`config.mk`:
```
export PLATFORM = sky130hd
export DESIGN_NAME = usb_tx_serializer
export DESIGN_NICKNAME = d
export VERILOG_FILES = /design/src/rtl/usb_tx_serializer.sv
export SDC_FILE = /design/constraint.sdc
export NUM_CORES = 1
export LEC_CHECK = 0
export ABC_AREA = 0
export BUFFER_PORTS_ARGS = -buffer_cell sky130_fd_sc_hd__buf_2
export CAP_MARGIN = 10
export CORE_MARGIN = 2
export CORE_UTILIZATION = 55
export DETAILED_ROUTE_END_ITERATION = 7
export MAX_ROUTING_LAYER = met4
export PLACE_DENSITY = 0.75
export SLEW_MARGIN = 30
export SYNTH_ARGS = -nofsm -noshare
export SYNTH_HDL_FRONTEND = slang
export SYNTH_SLANG_ARGS = --single-unit
```
`constraint.sdc`:
```
create_clock -name clk -period 2.85 [get_ports clk]
set_input_delay 0.1425 -clock clk [delete_from_list [all_inputs] [get_ports clk]]
set_output_delay 0.1425 -clock clk [all_outputs]
set_load 0.05 [all_outputs]
```
`src/rtl/usb_tx_serializer.sv`:
```
// USB bit-level transmitter: serializes bytes LSB-first with bit stuffing and NRZI
// line coding, then ends the packet with SE0, SE0, J.
module usb_tx_serializer #(
  parameter int CLKS_PER_BIT = 8
) (
  input  logic       clk,
  input  logic       n_rst,
  input  logic       begin_packet,
  input  logic [7:0] shift_data,
  input  logic       is_eop,
  output logic       rollover_flag,
  output logic       dplus_out,
  output logic       dminus_out,
  output logic       tx_busy
);

  localparam int TW = (CLKS_PER_BIT > 1) ? $clog2(CLKS_PER_BIT) : 1;
  localparam logic [TW-1:0] T_STROBE = TW'(CLKS_PER_BIT - 1);
  // Set one clock early so the registered pulse lands on timer == CLKS_PER_BIT-2.
  localparam logic [TW-1:0] T_ROLL_SET = TW'(CLKS_PER_BIT - 3);

  typedef enum logic [2:0] {
    S_IDLE,
    S_LOAD,
    S_SEND,
    S_EOP_SE0,
    S_EOP_J
  } state_t;

  state_t          state_q;
  logic [TW-1:0]   timer_q;
  logic [2:0]      bit_cnt_q;
  logic [2:0]      ones_q;
  logic            stuff_q;
  logic [7:0]      shift_q;
  logic            rollover_q;
  logic            dp_q;
  logic            dm_q;
  logic            busy_q;

  logic strobe;
  logic cur_bit;
  logic stuff_next;
  logic last_win;

  // During a stuff window bit_cnt_q still points at the data bit that preceded it.
  always_comb begin
    strobe     = (timer_q == T_STROBE);
    cur_bit    = shift_q[bit_cnt_q];
    stuff_next = !stuff_q && cur_bit && (ones_q == 3'd5);
    last_win   = (bit_cnt_q == 3'd7) && !stuff_next;
  end

  always_ff @(posedge clk or negedge n_rst) begin
    if (!n_rst) begin
      state_q    <= S_IDLE;
      timer_q    <= '0;
      bit_cnt_q  <= '0;
      ones_q     <= '0;
      stuff_q    <= 1'b0;
      shift_q    <= '0;
      rollover_q <= 1'b0;
      dp_q       <= 1'b1;
      dm_q       <= 1'b0;
      busy_q     <= 1'b0;
    end else begin
      rollover_q <= 1'b0;
      case (state_q)
        S_IDLE: begin
          timer_q <= '0;
          dp_q    <= 1'b1;
          dm_q    <= 1'b0;
          if (begin_packet) begin
            state_q <= S_LOAD;
            busy_q  <= 1'b1;
          end
        end

        S_LOAD: begin
          shift_q   <= shift_data;
          ones_q    <= '0;
          bit_cnt_q <= '0;
          stuff_q   <= 1'b0;
          timer_q   <= '0;
          if (is_eop) begin
            state_q <= S_EOP_SE0;
            dp_q    <= 1'b0;
            dm_q    <= 1'b0;
          end else begin
            // Line starts at J; a leading 0 toggles it to K.
            state_q <= S_SEND;
            dp_q    <= shift_data[0];
            dm_q    <= ~shift_data[0];
          end
        end

        S_SEND: begin
          timer_q <= strobe ? '0 : timer_q + TW'(1);
          if (last_win && (timer_q == T_ROLL_SET)) begin
            rollover_q <= 1'b1;
          end
          if (strobe) begin
            if (stuff_next) begin
              stuff_q <= 1'b1;
              ones_q  <= '0;
              dp_q    <= ~dp_q;
              dm_q    <= ~dm_q;
            end else begin
              stuff_q <= 1'b0;
              if (stuff_q) begin
                ones_q <= '0;
              end else begin
                ones_q <= cur_bit ? ones_q + 3'd1 : 3'd0;
              end
              if (bit_cnt_q == 3'd7) begin
                shift_q   <= shift_data;
                bit_cnt_q <= '0;
                if (is_eop) begin
                  state_q <= S_EOP_SE0;
                  dp_q    <= 1'b0;
                  dm_q    <= 1'b0;
                end else if (!shift_data[0]) begin
                  dp_q <= ~dp_q;
                  dm_q <= ~dm_q;
                end
              end else begin
                bit_cnt_q <= bit_cnt_q + 3'd1;
                if (!shift_q[bit_cnt_q + 3'd1]) begin
                  dp_q <= ~dp_q;
                  dm_q <= ~dm_q;
                end
              end
            end
          end
        end

        S_EOP_SE0: begin
          timer_q <= strobe ? '0 : timer_q + TW'(1);
          if (strobe) begin
            if (bit_cnt_q == 3'd1) begin
              state_q   <= S_EOP_J;
              bit_cnt_q <= '0;
              dp_q      <= 1'b1;
              dm_q      <= 1'b0;
            end else begin
              bit_cnt_q <= bit_cnt_q + 3'd1;
            end
          end
        end

        S_EOP_J: begin
          timer_q <= strobe ? '0 : timer_q + TW'(1);
          if (strobe) begin
            state_q <= S_IDLE;
            busy_q  <= 1'b0;
            timer_q <= '0;
          end
        end

        default: begin
          state_q <= S_IDLE;
          dp_q    <= 1'b1;
          dm_q    <= 1'b0;
          busy_q  <= 1'b0;
        end
      endcase
    end
  end

  assign rollover_flag = rollover_q;
  assign dplus_out     = dp_q;
  assign dminus_out    = dm_q;
  assign tx_busy       = busy_q;

endmodule

```
==> run_results.csv <==
group,metric,value,unit
grt,grt_max_degree,26,
layout,fin_util,0.627,
die,num_io_pins,16,
synthesis,yosys.area.top_type,"dfrtp_1",
drt,num_vias,1303,
synthesis,synth_edf_count,0,
drt,drt_iter0_drc,47,
die,core-area,2760,µm²
power_and_ir_drop,switching_power,0.000833,W
drt,first_pass_iters,5,
die,dieArea,3340,µm²
worst_hold_path,hp-class,"primary input to register",
power_and_ir_drop,power_density,1060,nW/µm²
die,die_w,57.8,µm
grt,grt.busiest_layer,"met2",
worst_setup_path,worstSetupPathType,"register to register",
sta,max_freq,0.443,GHz
worst_setup_path,arrival,2490,ps
die,rows,19,
synthesis,syn-num-nets,183,
synthesis,synthCells,163,
synthesis,yosysSeqAreaShare,0.394,
synthesis,avgSynthCellArea,9.75,µm²
layout,area_growth,8.90,%
layout,antenna_cells,0,
place,port_buffers,15,
synthesis,syn_area,1590,µm²
grt,overflow,0,
cts,ctsHoldBuffers,1,
layout,nets,200,
drt,drt-total-wl,3360,µm
sta,fin_skew,6.93,ps
power_and_ir_drop,power_leakage,0.764,nW
sta,final_max_slew_viol_count,0,
synthesis,async_flop_share,1.00,
power_and_ir_drop,swShare,0.452,
cts,ctsResizeCount,0,
cts,numCtsBuffers,3,
worst_setup_path,crit_path_end_kind,"register",
outcome,status,"finished clean",
grt,grt_use_met1,0.303,
grt,grt_pass1_vias,1350,
drt,wl_per_cell,16.0,µm
synthesis,yosys_warnings,0,
grt,gr-usage-all-layers,0.236,
place,dp_hpwl,2440,µm
power_and_ir_drop,p_seq_frac,0.365,
cts,cts_htree_levels,1,
synthesis,synthDistinctLibCells,45,
cts,cts_tree,"built",
die,start_util,0.576,
sta,timing.slew.headroom,0.625,
grt,grt_pass1_wl,5930,µm
place,gp_congestion,0.940,
synthesis,synth.area.top_cells,"dfrtp_1 38%, mux2_1 8.5%, ha_1 6.3%, mux2i_1 3.8%, nand2_1 3.8%",
grt,grtUsageMet2,0.364,
cts,cts_root_buf,"clkbuf_4",
drt,antenna_left,0,
synthesis,synth.ff_latch_count,25,
power_and_ir_drop,power.internal,0.00101,W
cts,post-cts-setup-buffer-count,0,
worst_setup_path,crit_required,3080,ps
drt,via_per_inst,6.20,
drt,drc,0,
cts,insertion_delay,330,ps
grt,antenna_found_initial,0,
power_and_ir_drop,p_total,0.00184,W
die,die_h,57.8,µm
layout,drive_gt1_frac,0.156,
synthesis,yosys_most_used_dff,"dfrtp_1",
sta,worst-slew-pin-transition,563,ps
cts,clock_path_buffers,2,
sta,finalCriticalPeriod,2260,ps
sta,finalSetupViolCount,0,
sta,setup_tns,0,ps
cts,cts_sinks,25,
flow_run,maxCapViolations,0,
power_and_ir_drop,combPwrFrac,0.546,
worst_setup_path,cp_max_fo,11,
sta,grt_setup_unrepaired,"false",
layout,fillCellCount,227,
grt,use_met3,0.0402,
synthesis,netlist.area_leader.share,0.378,
worst_setup_path,critPathLaunchType,"register",
sta,period_share,0.792,
power_and_ir_drop,ir_worst_vdd,0.719,mV
cts,clkTransAtPathRegs,140,ps
worst_setup_path,r2r_setup_slack,590,ps
power_and_ir_drop,clkPwrFrac,0.089,
sta,hold_viol,0,
flip-flops by register name (all words and copies together), names as in the netlist:
register / cells
tx_busy: 1
dplus_out: 1
ones_q: 3
shift_q: 8
dminus_out: 1
state_q: 3
timer_q: 3
stuff_q: 1
rollover_flag: 1
bit_cnt_q: 3
area by class of cell:
type | instances | area (µm²) | area share
Multi-Input combinational cell | 121 | 893 | 0.516
Sequential cell | 25 | 627 | 0.362
Timing Repair Buffer | 19 | 108 | 0.0622
Tap cell | 31 | 38.8 | 0.0224
Inverter | 10 | 37.5 | 0.0217
Clock buffer | 4 | 26.3 | 0.0152
cell families (layout without fill, tap and decap cells):
logic type | Yosys count | in the layout | share of synthesized area
compound gates | 40 | 40 | 0.180
simple gates | 53 | 53 | 0.176
mux | 20 | 20 | 0.144
fa+ha+maj | 8 | 8 | 0.0630
buf+inv | 17 | 33 | 0.0433
flops | 25 | 25 | 0.394
Yosys cell counts, types with 2 or more instances:
master    instances
nand2b_1          3
nor2b_1           5
clkbuf_1          4
inv_1             9
a21oi_1           6
nand2_1          16
nor3_1            4
o22ai_1           5
a31oi_1           4
nand4_1           2
a22oi_1           4
nor2_1           11
o21ai_1           3
ha_1              8
o211ai_1          2
o21ai_0           4
dfrtp_1          24
mux2i_1           6
nor4_1            3
o31ai_1           4
mux2_1           12
cells in the final DEF, fill, tap and decap left out, types with 2 or more instances in the layout:
cell type	netlist	final
o22ai_1	5	5
clkbuf_4	0	3
o31ai_1	4	4
a22oi_1	4	4
dfrtp_1	24	24
nand2b_1	3	3
ha_1	8	8
buf_2	1	15
a21oi_1	6	6
mux2i_1	6	6
nor2_1	11	11
o21ai_1	3	3
buf_4	1	3
o211ai_1	2	2
a31oi_1	4	4
nand4_1	2	2
inv_1	9	9
mux2_1	12	12
o21ai_0	4	4
nor4_1	3	3
nand2_1	16	16
nor3_1	4	4
nor2b_1	5	5
worst paths after layout:
kind,cells past startpoint,endpoint,startpoint
worst max-delay path,7,dminus_out,bit_cnt_q[0]
worst min-delay path,2,shift_q[2],shift_data[2]
worst max register to register,7,dminus_out,bit_cnt_q[0]
worst min register to register,1,ones_q[2],ones_q[2]
max in group asynchronous,2,state_q[2],n_rst
min in group asynchronous,2,ones_q[2],n_rst
critical path, cell delays in order (launching register included):
cell and delay [ps]:
dfrtp_1 580, ha_1 290, ha_1 330, nor2b_1 60
a22oi_1 170, nand4b_1 110, a22oi_1 270, mux2_1 360
power groups by stage:
stage | logic [W] | registers [W] | clock network, W
after floorplan | 0.000769 | 0.000677 | 0
after global placement | 0.000954 | 0.000663 | 0
after detailed placement | 0.000996 | 0.000680 | 0
after CTS | 0.00101 | 0.000671 | 0.000166
after global routing | 0.00112 | 0.000699 | 0.000179
final | 0.00101 | 0.000672 | 0.000164
stage by stage:
step                      cell area (µm²)  worst slack [ps]  hold WS, ps  std cells
final                                1730               592         15.5        210
after detailed placement             1690               619          170        205
after global routing                 1730               419         9.08        210
after CTS                            1730               608         14.2        210
after floorplan                      1590               864         -153        163
after global placement               1690               705          155        205
layer usage:
metal | part of all wire | wire (µm)
met2 | 0.49 | 1650
met4 | 0.015 | 51
met5 | 0 | 0
met1 | 0.45 | 1490
met3 | 0.048 | 161
Power figures use the tool's default switching activity.
